File: src/rtl/llvm_share_pkg.sv
// Shared definitions for the LLVM op-unit sharing wrappers.
//  - share_state_e : sharer FSM states
//  - rr_pick()     : round-robin winner search, usable by any sharer
//                    with up to MAX_REQ requesters
package llvm_share_pkg;

   typedef enum logic [1:0] {S_IDLE, S_ISSUE, S_WAIT, S_RESP} share_state_e;

   localparam int unsigned MAX_REQ   = 16;
   localparam int unsigned MAX_REQ_W = 4;

   // Returns the first index i with req[i] set, scanning from (last+1)
   // mod n and wrapping; -1 when no requester is active.
   // Expects last < n <= MAX_REQ.
   function automatic int rr_pick(input logic [MAX_REQ-1:0] req,
                                  input int unsigned       last,
                                  input int unsigned       n);
      int          pick;
      int unsigned idx;
      pick = -1;
      for (int unsigned k = 1; k <= MAX_REQ; k++) begin
         idx = last + k;
         if (idx >= n) idx = idx - n;
         if ((k <= n) && (pick < 0) && req[idx[MAX_REQ_W-1:0]]) pick = int'(idx);
      end
      return pick;
   endfunction

endpackage

File: src/rtl/llvm_rr_arbiter.sv
// Combinational round-robin arbiter.
//  req_vec    in  NUM_REQ          active requesters
//  last_grant in  $clog2(NUM_REQ)  most recently granted index
//  gnt_onehot out NUM_REQ          one-hot winner, zero when none
//  gnt_id     out $clog2(NUM_REQ)  winner index, 0 when none
//  gnt_any    out 1                some requester won
module llvm_rr_arbiter
   import llvm_share_pkg::*;
#(
   parameter int NUM_REQ = 4
) (
   input  logic [NUM_REQ-1:0]         req_vec,
   input  logic [$clog2(NUM_REQ)-1:0] last_grant,
   output logic [NUM_REQ-1:0]         gnt_onehot,
   output logic [$clog2(NUM_REQ)-1:0] gnt_id,
   output logic                       gnt_any
);

   localparam int ID_W = $clog2(NUM_REQ);

   int pick;

   always_comb begin
      pick       = rr_pick(MAX_REQ'(req_vec), 32'(last_grant), unsigned'(NUM_REQ));
      gnt_any    = (pick >= 0);
      gnt_onehot = '0;
      gnt_id     = '0;
      for (int i = 0; i < NUM_REQ; i++) begin
         if (pick == i) begin
            gnt_onehot[i] = 1'b1;
            gnt_id        = ID_W'(i);
         end
      end
   end

endmodule

File: src/rtl/llvm_unary_share_rr.sv
// Time-shares one valid/ready unary op unit between NUM_REQ requesters.
// Round-robin grant, one operation in flight, result returned only to the
// requester that issued it.
//
// Handshake semantics (all channels): a transfer happens in a cycle where
// valid and ready are both 1 at the rising clock edge. A producer holds
// valid and data stable until the transfer; ready may depend
// combinationally on valid.
//
// Ports:
//  clk, rst_n          clock, async active-low reset
//  req_valid/ready/data  operand channels, requester i at [i*WIDTH +: WIDTH]
//  rsp_valid/ready       per-requester result channels; rsp_data broadcast
//  op_a_*              operand channel to the shared unit
//  op_result_*         result channel from the shared unit
//  busy                FSM not idle
//  cur_id              owner of the current transaction, 0 when idle
module llvm_unary_share_rr
   import llvm_share_pkg::*;
#(
   parameter int NUM_REQ = 4,
   parameter int WIDTH   = 32
) (
   input  logic                       clk,
   input  logic                       rst_n,
   input  logic [NUM_REQ-1:0]         req_valid,
   output logic [NUM_REQ-1:0]         req_ready,
   input  logic [NUM_REQ*WIDTH-1:0]   req_data,
   output logic [NUM_REQ-1:0]         rsp_valid,
   input  logic [NUM_REQ-1:0]         rsp_ready,
   output logic [WIDTH-1:0]           rsp_data,
   output logic                       op_a_valid,
   input  logic                       op_a_ready,
   output logic [WIDTH-1:0]           op_a_data,
   input  logic                       op_result_valid,
   output logic                       op_result_ready,
   input  logic [WIDTH-1:0]           op_result_data,
   output logic                       busy,
   output logic [$clog2(NUM_REQ)-1:0] cur_id
);

   localparam int ID_W = $clog2(NUM_REQ);

   share_state_e    state, state_d;
   logic [ID_W-1:0] last_grant;
   logic [ID_W-1:0] id_q;
   logic [WIDTH-1:0] arg_q;
   logic [WIDTH-1:0] res_q;

   logic [NUM_REQ-1:0] gnt_onehot;
   logic [ID_W-1:0]    gnt_id;
   logic               gnt_any;

   llvm_rr_arbiter #(.NUM_REQ(NUM_REQ)) u_arb (
      .req_vec    (req_valid),
      .last_grant (last_grant),
      .gnt_onehot (gnt_onehot),
      .gnt_id     (gnt_id),
      .gnt_any    (gnt_any)
   );

   always_ff @(posedge clk or negedge rst_n) begin
      if (!rst_n) begin
         state      <= S_IDLE;
         last_grant <= ID_W'(NUM_REQ - 1);
         id_q       <= '0;
         arg_q      <= '0;
         res_q      <= '0;
      end else begin
         state <= state_d;
         // In IDLE the winner's ready is driven high, so a grant is a transfer.
         if ((state == S_IDLE) && gnt_any) begin
            arg_q      <= req_data[int'(gnt_id)*WIDTH +: WIDTH];
            id_q       <= gnt_id;
            last_grant <= gnt_id;
         end
         // op_result_ready is only high in ISSUE (with accept) and WAIT.
         if (op_result_valid && op_result_ready) res_q <= op_result_data;
      end
   end

   always_comb begin
      state_d         = state;
      req_ready       = '0;
      rsp_valid       = '0;
      op_a_valid      = 1'b0;
      op_result_ready = 1'b0;
      case (state)
         S_IDLE: begin
            req_ready = gnt_onehot;
            if (gnt_any) state_d = S_ISSUE;
         end
         S_ISSUE: begin
            op_a_valid = 1'b1;
            // A combinational unit answers in the accept cycle; take the
            // result only together with the accept.
            op_result_ready = op_a_ready;
            if (op_a_ready) state_d = op_result_valid ? S_RESP : S_WAIT;
         end
         S_WAIT: begin
            op_result_ready = 1'b1;
            if (op_result_valid) state_d = S_RESP;
         end
         S_RESP: begin
            rsp_valid[id_q] = 1'b1;
            if (rsp_ready[id_q]) state_d = S_IDLE;
         end
         default: state_d = S_IDLE;
      endcase
   end

   assign op_a_data = arg_q;
   assign rsp_data  = res_q;
   assign busy      = (state != S_IDLE);
   assign cur_id    = (state == S_IDLE) ? '0 : id_q;

endmodule

File: config.mk
export PLATFORM = sky130hd
export DESIGN_NAME = llvm_unary_share_rr
export DESIGN_NICKNAME = d
export VERILOG_FILES = /design/src/rtl/llvm_share_pkg.sv /design/src/rtl/llvm_rr_arbiter.sv /design/src/rtl/llvm_unary_share_rr.sv
export SDC_FILE = /design/constraint.sdc
export NUM_CORES = 1
export LEC_CHECK = 0
export CAP_MARGIN = 20
export CORE_ASPECT_RATIO = 0.6
export CORE_UTILIZATION = 38
export DETAILED_ROUTE_END_ITERATION = 10
export GPL_TIMING_DRIVEN = 0
export HOLD_SLACK_MARGIN = 0.08
export PLACE_DENSITY_LB_ADDON = 0.08
export SLEW_MARGIN = 40
export SYNTH_ARGS = -nofsm -noshare
export SYNTH_HDL_FRONTEND = slang
export SYNTH_SLANG_ARGS = --single-unit
File: constraint.sdc
create_clock -name clk -period 3.8 [get_ports clk]
set_clock_uncertainty 0.05 [all_clocks]
set_input_delay 0.57 -clock clk [delete_from_list [all_inputs] [get_ports clk]]
set_output_delay 0.57 -clock clk [all_outputs]
set_load 0.02 [all_outputs]
Word level (Yosys, flattened, before mapping) --
Cells that the tools add are included.
Storage, ports and cells: register bits 70, output and inout bits 77, logic and storage cells 86
Cells by class: $add $sub $neg 8, order comparisons 14, equal/unequal tests 10, shifts and indexed selects 1, muxes and demuxes 38, reduce and logical (&&, ||, !) cells 10
Operator list (number):
- 32-bit 2-to-1 mux | 8
- 32-bit by 3-bit >= comparator with 1-bit output, second input constant | 4
- 128-bit by 8-bit variable part select with 32-bit output | 1
- 32-bit by 3-bit subtractor with 32-bit output, second input constant | 4
- 32-bit by 1-bit less-than comparator with 1-bit output, second input constant | 3
- 32-bit by 3-bit == test with 1-bit output, second input constant | 2
- 32-bit by 2-bit == test with 1-bit output, second input constant | 1
- 32-bit by 1-bit >= comparator with 1-bit output, second input constant | 1
- 32-bit zero test | 1
- 4-bit by 5-bit less-than comparator with 1-bit output, second input constant | 4
- 1-bit binary-select mux with 4-bit select | 4
- 2-bit 2-to-1 mux | 7
- 1-bit 2-to-1 mux | 13
- 4-bit 2-to-1 mux | 2
- 2-bit != test, second input constant | 4
- 2-bit case mux with 4 select lines | 1
- 2-bit by 2-bit adder with 3-bit output, second input constant | 2
- 1-bit logical AND | 6
- 2-bit by 3-bit adder with 4-bit output, second input constant | 1
- 2-bit == test, second input constant | 2
- 4-bit AND reduction | 1
- 2-bit by 1-bit adder with 3-bit output, second input constant | 1
- 2-bit by 3-bit less-than comparator with 1-bit output, second input constant | 1
- 1-bit binary-select mux with 2-bit select | 1
- 6 further kinds | 6

Depth between registers and ports, before layout --
word-level depth 20, gate-level depth with buffers 12, gate-level depth less buffers 9

Cells and area by module --
A second synthesis with hierarchy kept.
Unflattened totals: cell total of the unflattened synthesis 272, area total of the unflattened synthesis 4012.6 µm²
By module, submodules not included:
- llvm_unary_share_rr | instances 1, cells an instance 227, area each 3628.5 µm², sequential area each 1754.2 µm²
- llvm_rr_arbiter | instances 1, cells an instance 45, area each 384.1 µm², sequential area each 0.0 µm²

Worst setup path after synthesis --
OpenSTA, ideal clock, no wires.
path kind reg-to-output, from register last_grant[0], to output req_ready[3], arrival time 2.784 ns, required time 3.180 ns, setup slack 0.396 ns, cell stages (with the launch flop) 12, path buffers 3, cells stage by stage dfstp_2 buf_6 inv_1 ha_1 mux4_2 and2_4 a21oi_2 a2bb2oi_2 buf_4 clkbuf_1 nand2_1 nor2b_1
On the way: cells in the longest elaborated chain, start to end 18, elaborated cells between the ends (all ways) 37, classes of those cells add/sub: 8; order compare: 7; eq/ne: 1; mux: 18; reduce/logical: 3
RTL lines:
- start: declaration | RTL line llvm_unary_share_rr.sv:45 | logic [ID_W-1:0] last_grant;
- start signal: assignment | RTL line llvm_unary_share_rr.sv:65 | last_grant <= ID_W'(NUM_REQ - 1);
- start signal: assignment | RTL line llvm_unary_share_rr.sv:75 | last_grant <= gnt_id;
- 2-bit by 1-bit adder with 3-bit output | RTL line llvm_share_pkg.sv:22 | idx = last + k;
- 32-bit by 3-bit subtractor with 32-bit output / 32-bit by 3-bit >= comparator with 1-bit output (equally long branches) | RTL line llvm_share_pkg.sv:23 | if (idx >= n) idx = idx - n;
- 32-bit 2-to-1 mux | RTL line llvm_share_pkg.sv:23
- 1-bit binary-select mux with 4-bit select | RTL line llvm_share_pkg.sv:24 | if ((k <= n) && (pick < 0) && req[idx[MAX_REQ_W-1:0]]) pick = int'(idx);
- 1-bit 2-to-1 mux (not written as such) | RTL line llvm_share_pkg.sv:24
- 32-bit 2-to-1 mux | RTL line llvm_share_pkg.sv:24
- 32-bit by 1-bit less-than comparator with 1-bit output | RTL line llvm_share_pkg.sv:24
- 1-bit logical AND | RTL line llvm_share_pkg.sv:24
- (+2 left out)
- 1-bit logical AND | RTL line llvm_share_pkg.sv:24
- 32-bit 2-to-1 mux | RTL line llvm_share_pkg.sv:24
- 32-bit by 1-bit less-than comparator with 1-bit output | RTL line llvm_share_pkg.sv:24
- 1-bit logical AND | RTL line llvm_share_pkg.sv:24
- 32-bit 2-to-1 mux * | RTL line llvm_share_pkg.sv:24
- 32-bit by 3-bit == test with 1-bit output * | RTL line llvm_rr_arbiter.sv:29 | if (pick == i) begin
- 1-bit 2-to-1 mux * | RTL line llvm_rr_arbiter.sv:29
- 4-bit 2-to-1 mux * | RTL line llvm_unary_share_rr.sv:88 | case (state)
- end: declaration | RTL line llvm_unary_share_rr.sv:27 | output logic [NUM_REQ-1:0] req_ready,
Every way passes the cells marked *; elsewhere a longest branch is shown, timed or not. The select of a mux whose other input is x is not followed.

Worst setup path in the final report --
Ends and elaborated chain as after synthesis.

==> key figures <==
Status
  – Status: complete, no violations

CTS
  – CTS buffer count: 9
  – Clock edge transition at the registers on the reported setup and hold paths: 60 ps
  – CTS H-tree lvls: 3
  – CTS tree: yes
  – Clk root buf: clkbuf_16
  – Clock tree buffer depth: 2
  – Worst-Skew Late Latency: 320 ps
  – CTS Sinks: 70

STA
  – Period utilization: 0.967
  – Final setup fails: 0
  – Fmax achieved: 0.272 GHz
  – Slew margin rel.: 0.589
  – RSZ-0062 raised after global routing: no
  – Final min period: 3670 ps
  – Final worst slack: 127 ps
  – Final Max Tran Viols: 0
  – Worst Tran Pin Value: 616 ps
  – Final hold vios: 0

Synth
  – Synth top area share: 0.405
  – Cell accounting for the most synthesized area: dfrtp_1
  – Synthesized area: 0.00420 sq mm
  – Post-Syn Nets: 564
  – #FFs+latches synth: 70
  – Synth top area cells: dfrtp_1 (41%), mux2_4 (10%), mux2_2 (9.7%)
  – Synth Warn #: 0
  – Post-synth cell types: 40
  – Post-Syn Instances: 383
  – Syn Area/Cell: 11.0 sq um
  – Seq/Total Area, Yosys: 0.418

Routing
  – TritonRoute pass-1 iters: 4
  – Antenna Violating Nets Remaining: 0
  – Via density: 5.31
  – DRT Wirelength: 15.0 mm
  – # DRC: 0
  – Via Count: 4186
  – Drt initial violations: 163
  – WL/cell: 19.0 um

Global route
  – GRT overflow: 0
  – Vias in the first global route: 4272
  – First-pass GRT wire length: 22.8 mm
  – Largest net degree at the start of global routing: 47
  – Initial antenna violation count: 0
  – GRT Util Overall: 0.263

Floorplanning
  – Die width: 138 um
  – Area of the core: 0.0107 sq mm
  – Initial core utilization: 0.394
  – I/O pin cnt: 249
  – Num rows: 29
  – Die Ht: 83.4 um
  – Die area: 0.0115 sq mm

Power
  – Peak supply drop: 0.489 mV
  – Leakage: 2.99 nW
  – Power per Cell Area: 999 mW/mm^2

Place
  – Port bufs: 248
  – Post-Place Setup Slack: -517 ps
  – Placed cell area: 0.00689 sq mm
  – Gpl congestion: 0.839
  – Hpwl dp: 11.7 mm
  – Cell total after placement: 771

Setup path
  – R2R Setup Slk: 380 ps
  – CP Class: reg2out
  – Worst Setup EP: req_ready[3]
  – Crit path required time: 3180 ps
  – Critical path origin: last_grant[0]$_DFFE_PN1P_
  – R2R Path End: op_a_data[11]$_DFFE_PN0P_
  – Critical path peak fanout: 19
  – CP Launch Type: flip-flop
  – RR Startpoint: last_grant[0]$_DFFE_PN1P_
  – FF-to-FF path depth: 12
  – Crit. End Element: output pin
  – Arrival time of the worst setup path: 3050 ps

Layout
  – Non-filler cells, final: 789
  – N_diodes: 0
  – Share of layout cells above drive strength 1: 0.174
  – Area growth from synthesis to layout: 72.8%
  – Post-Layout Inst Area: 0.00726 sq mm
  – Post-Route Utilization: 0.681
  – Final Net Count: 827

Worst hold path
  – Hold crit path type: reg2reg

Run
  – MaxCap Viol Count: 0
-- metal layers --
metal | track usage | part of all wire | up-vias
met3 | 0.0641 | 0.086 | 24
met2 | 0.437 | 0.47 | 191
li1 | - | - | 1959
met1 | 0.336 | 0.43 | 2012
met5 | 0 | 0 | -
met4 | 0.0791 | 0.019 | 0
-- metrics by stage --
step           TNS, ps  hold slack, ps  total power, mW
2_1_floorplan        0             224             4.50
3_3_place_gp    -31800             424             6.14
3_5_place_dp     -1750             404             6.26
4_1_cts              0             456             7.20
5_1_grt              0             468             7.69
6_report             0             451             7.25
-- Yosys cell counts --
cell,count
nor2_1,70
dfrtp_1,68
mux2_2,36
a2111oi_0,31
a221o_1,31
mux2_4,29
clkbuf_1,18
nand2_1,16
ha_1,9
inv_1,9
buf_6,7
a21oi_1,6
o21ai_0,6
buf_1,5
nand2b_1,4
nor2b_1,4
and2_1,3
mux2i_1,3
o22a_1,3
dfstp_2,2
mux4_2,2
nor3b_1,2
o22ai_1,2
a21bo_2,1
a21o_1,1
a21oi_2,1
a221oi_1,1
a22oi_1,1
a2bb2oi_2,1
a31oi_1,1
and2_4,1
and3_1,1
buf_2,1
buf_4,1
nand3_1,1
nand3b_1,1
nor2_2,1
nor3_1,1
o211ai_1,1
o221ai_1,1
-- logic make-up after synthesis --
kind of cell,Yosys count,share of synthesized area
muxes,70,0.218
adders and majority gates,9,0.0268
and+or+nand+nor,105,0.106
buffers and inverters,41,0.0503
DFF,70,0.418
AOI/OAI and AO/OA,88,0.181
-- worst max-delay path, cell delays in order, from the launching register on --
cell             delay (ps)
dfstp_2                 570
buf_6                   160
clkinvlp_4              130
ha_4                    310
mux4_2                  310
and2_4                  190
a21oi_2                 150
a2bb2oi_4               200
buf_12                  180
nand2_1                 110
nor2b_1                 140
clkdlybuf4s15_2         270
-- layout by cell type, fill, tap and decap left out, drive strengths merged --
cell           instances
mux2                  65
a22oi                  1
o22a                   3
dfrtp                 68
clkdlybuf4s50        243
bufinv                 1
a21bo                  1
mux4                   2
a2111oi               31
nor2                  71
a21o                   1
clkinv                 1
a221oi                 1
o22ai                  2
nor3b                  2
inv                    9
and2                   4
clkinvlp               3
clkdlybuf4s15          2
nor2b                  4
a2bb2oi                1
nand3                  1
buf                   20
nand3b                 1
o211ai                 1
and3                   1
mux2i                  3
nand2b                 4
o21ai                  6
a31oi                  1
a21oi                  7
clkbuf                28
o221ai                 1
dlygate4sd3            1
a221o                 31
dfstp                  2
nand2                 16
nor3                   1
ha                     9
-- timing repair --
item,CTS,global route
resized for setup,21,8
setup buffers,0,3
hold endpoints to repair,24,0
hold buffers,1,0
endpoints found under the setup margin,4,4
pin swaps,0,1
-- area by class of cell --
cell class              count  area, sq um
inverters                   9         37.5
multi-input cells         272         2270
plain buffers              31          194
clock inverters             5         58.8
clock buffers              10          239
well taps                 139          174
flip-flops and latches     70         1750
fillers                   828         3410
repair buffers            253         2540
-- sequential cells by signal (all words and copies together), names as in the netlist --
register	count
id_q	2
last_grant	2
op_a_data	32
rsp_data	32
state	2
-- worst min-delay path by stage --
stage | start | cells after the start | endpoint
floorplan | rst_n | 0 | id_q[0]$_DFFE_PN0P_
global placement | op_a_data[28]$_DFFE_PN0P_ | 2 | op_a_data[28]$_DFFE_PN0P_
detailed placement | rst_n | 1 | rsp_data[14]$_DFFE_PN0P_
CTS | rsp_data[4]$_DFFE_PN0P_ | 1 | rsp_data[4]$_DFFE_PN0P_
global route | rsp_data[25]$_DFFE_PN0P_ | 1 | rsp_data[25]$_DFFE_PN0P_
finish | rsp_data[22]$_DFFE_PN0P_ | 1 | rsp_data[22]$_DFFE_PN0P_
-- power breakdown --
group / total, mW / internal, mW / switching (mW)
clock network: 0.842 / 0.523 / 0.318
registers: 1.39 / 1.15 / 0.237
logic: 5.02 / 2.47 / 2.56
total: 7.25 / 4.14 / 3.11
Note: power is estimated with default switching activity, not from simulation.
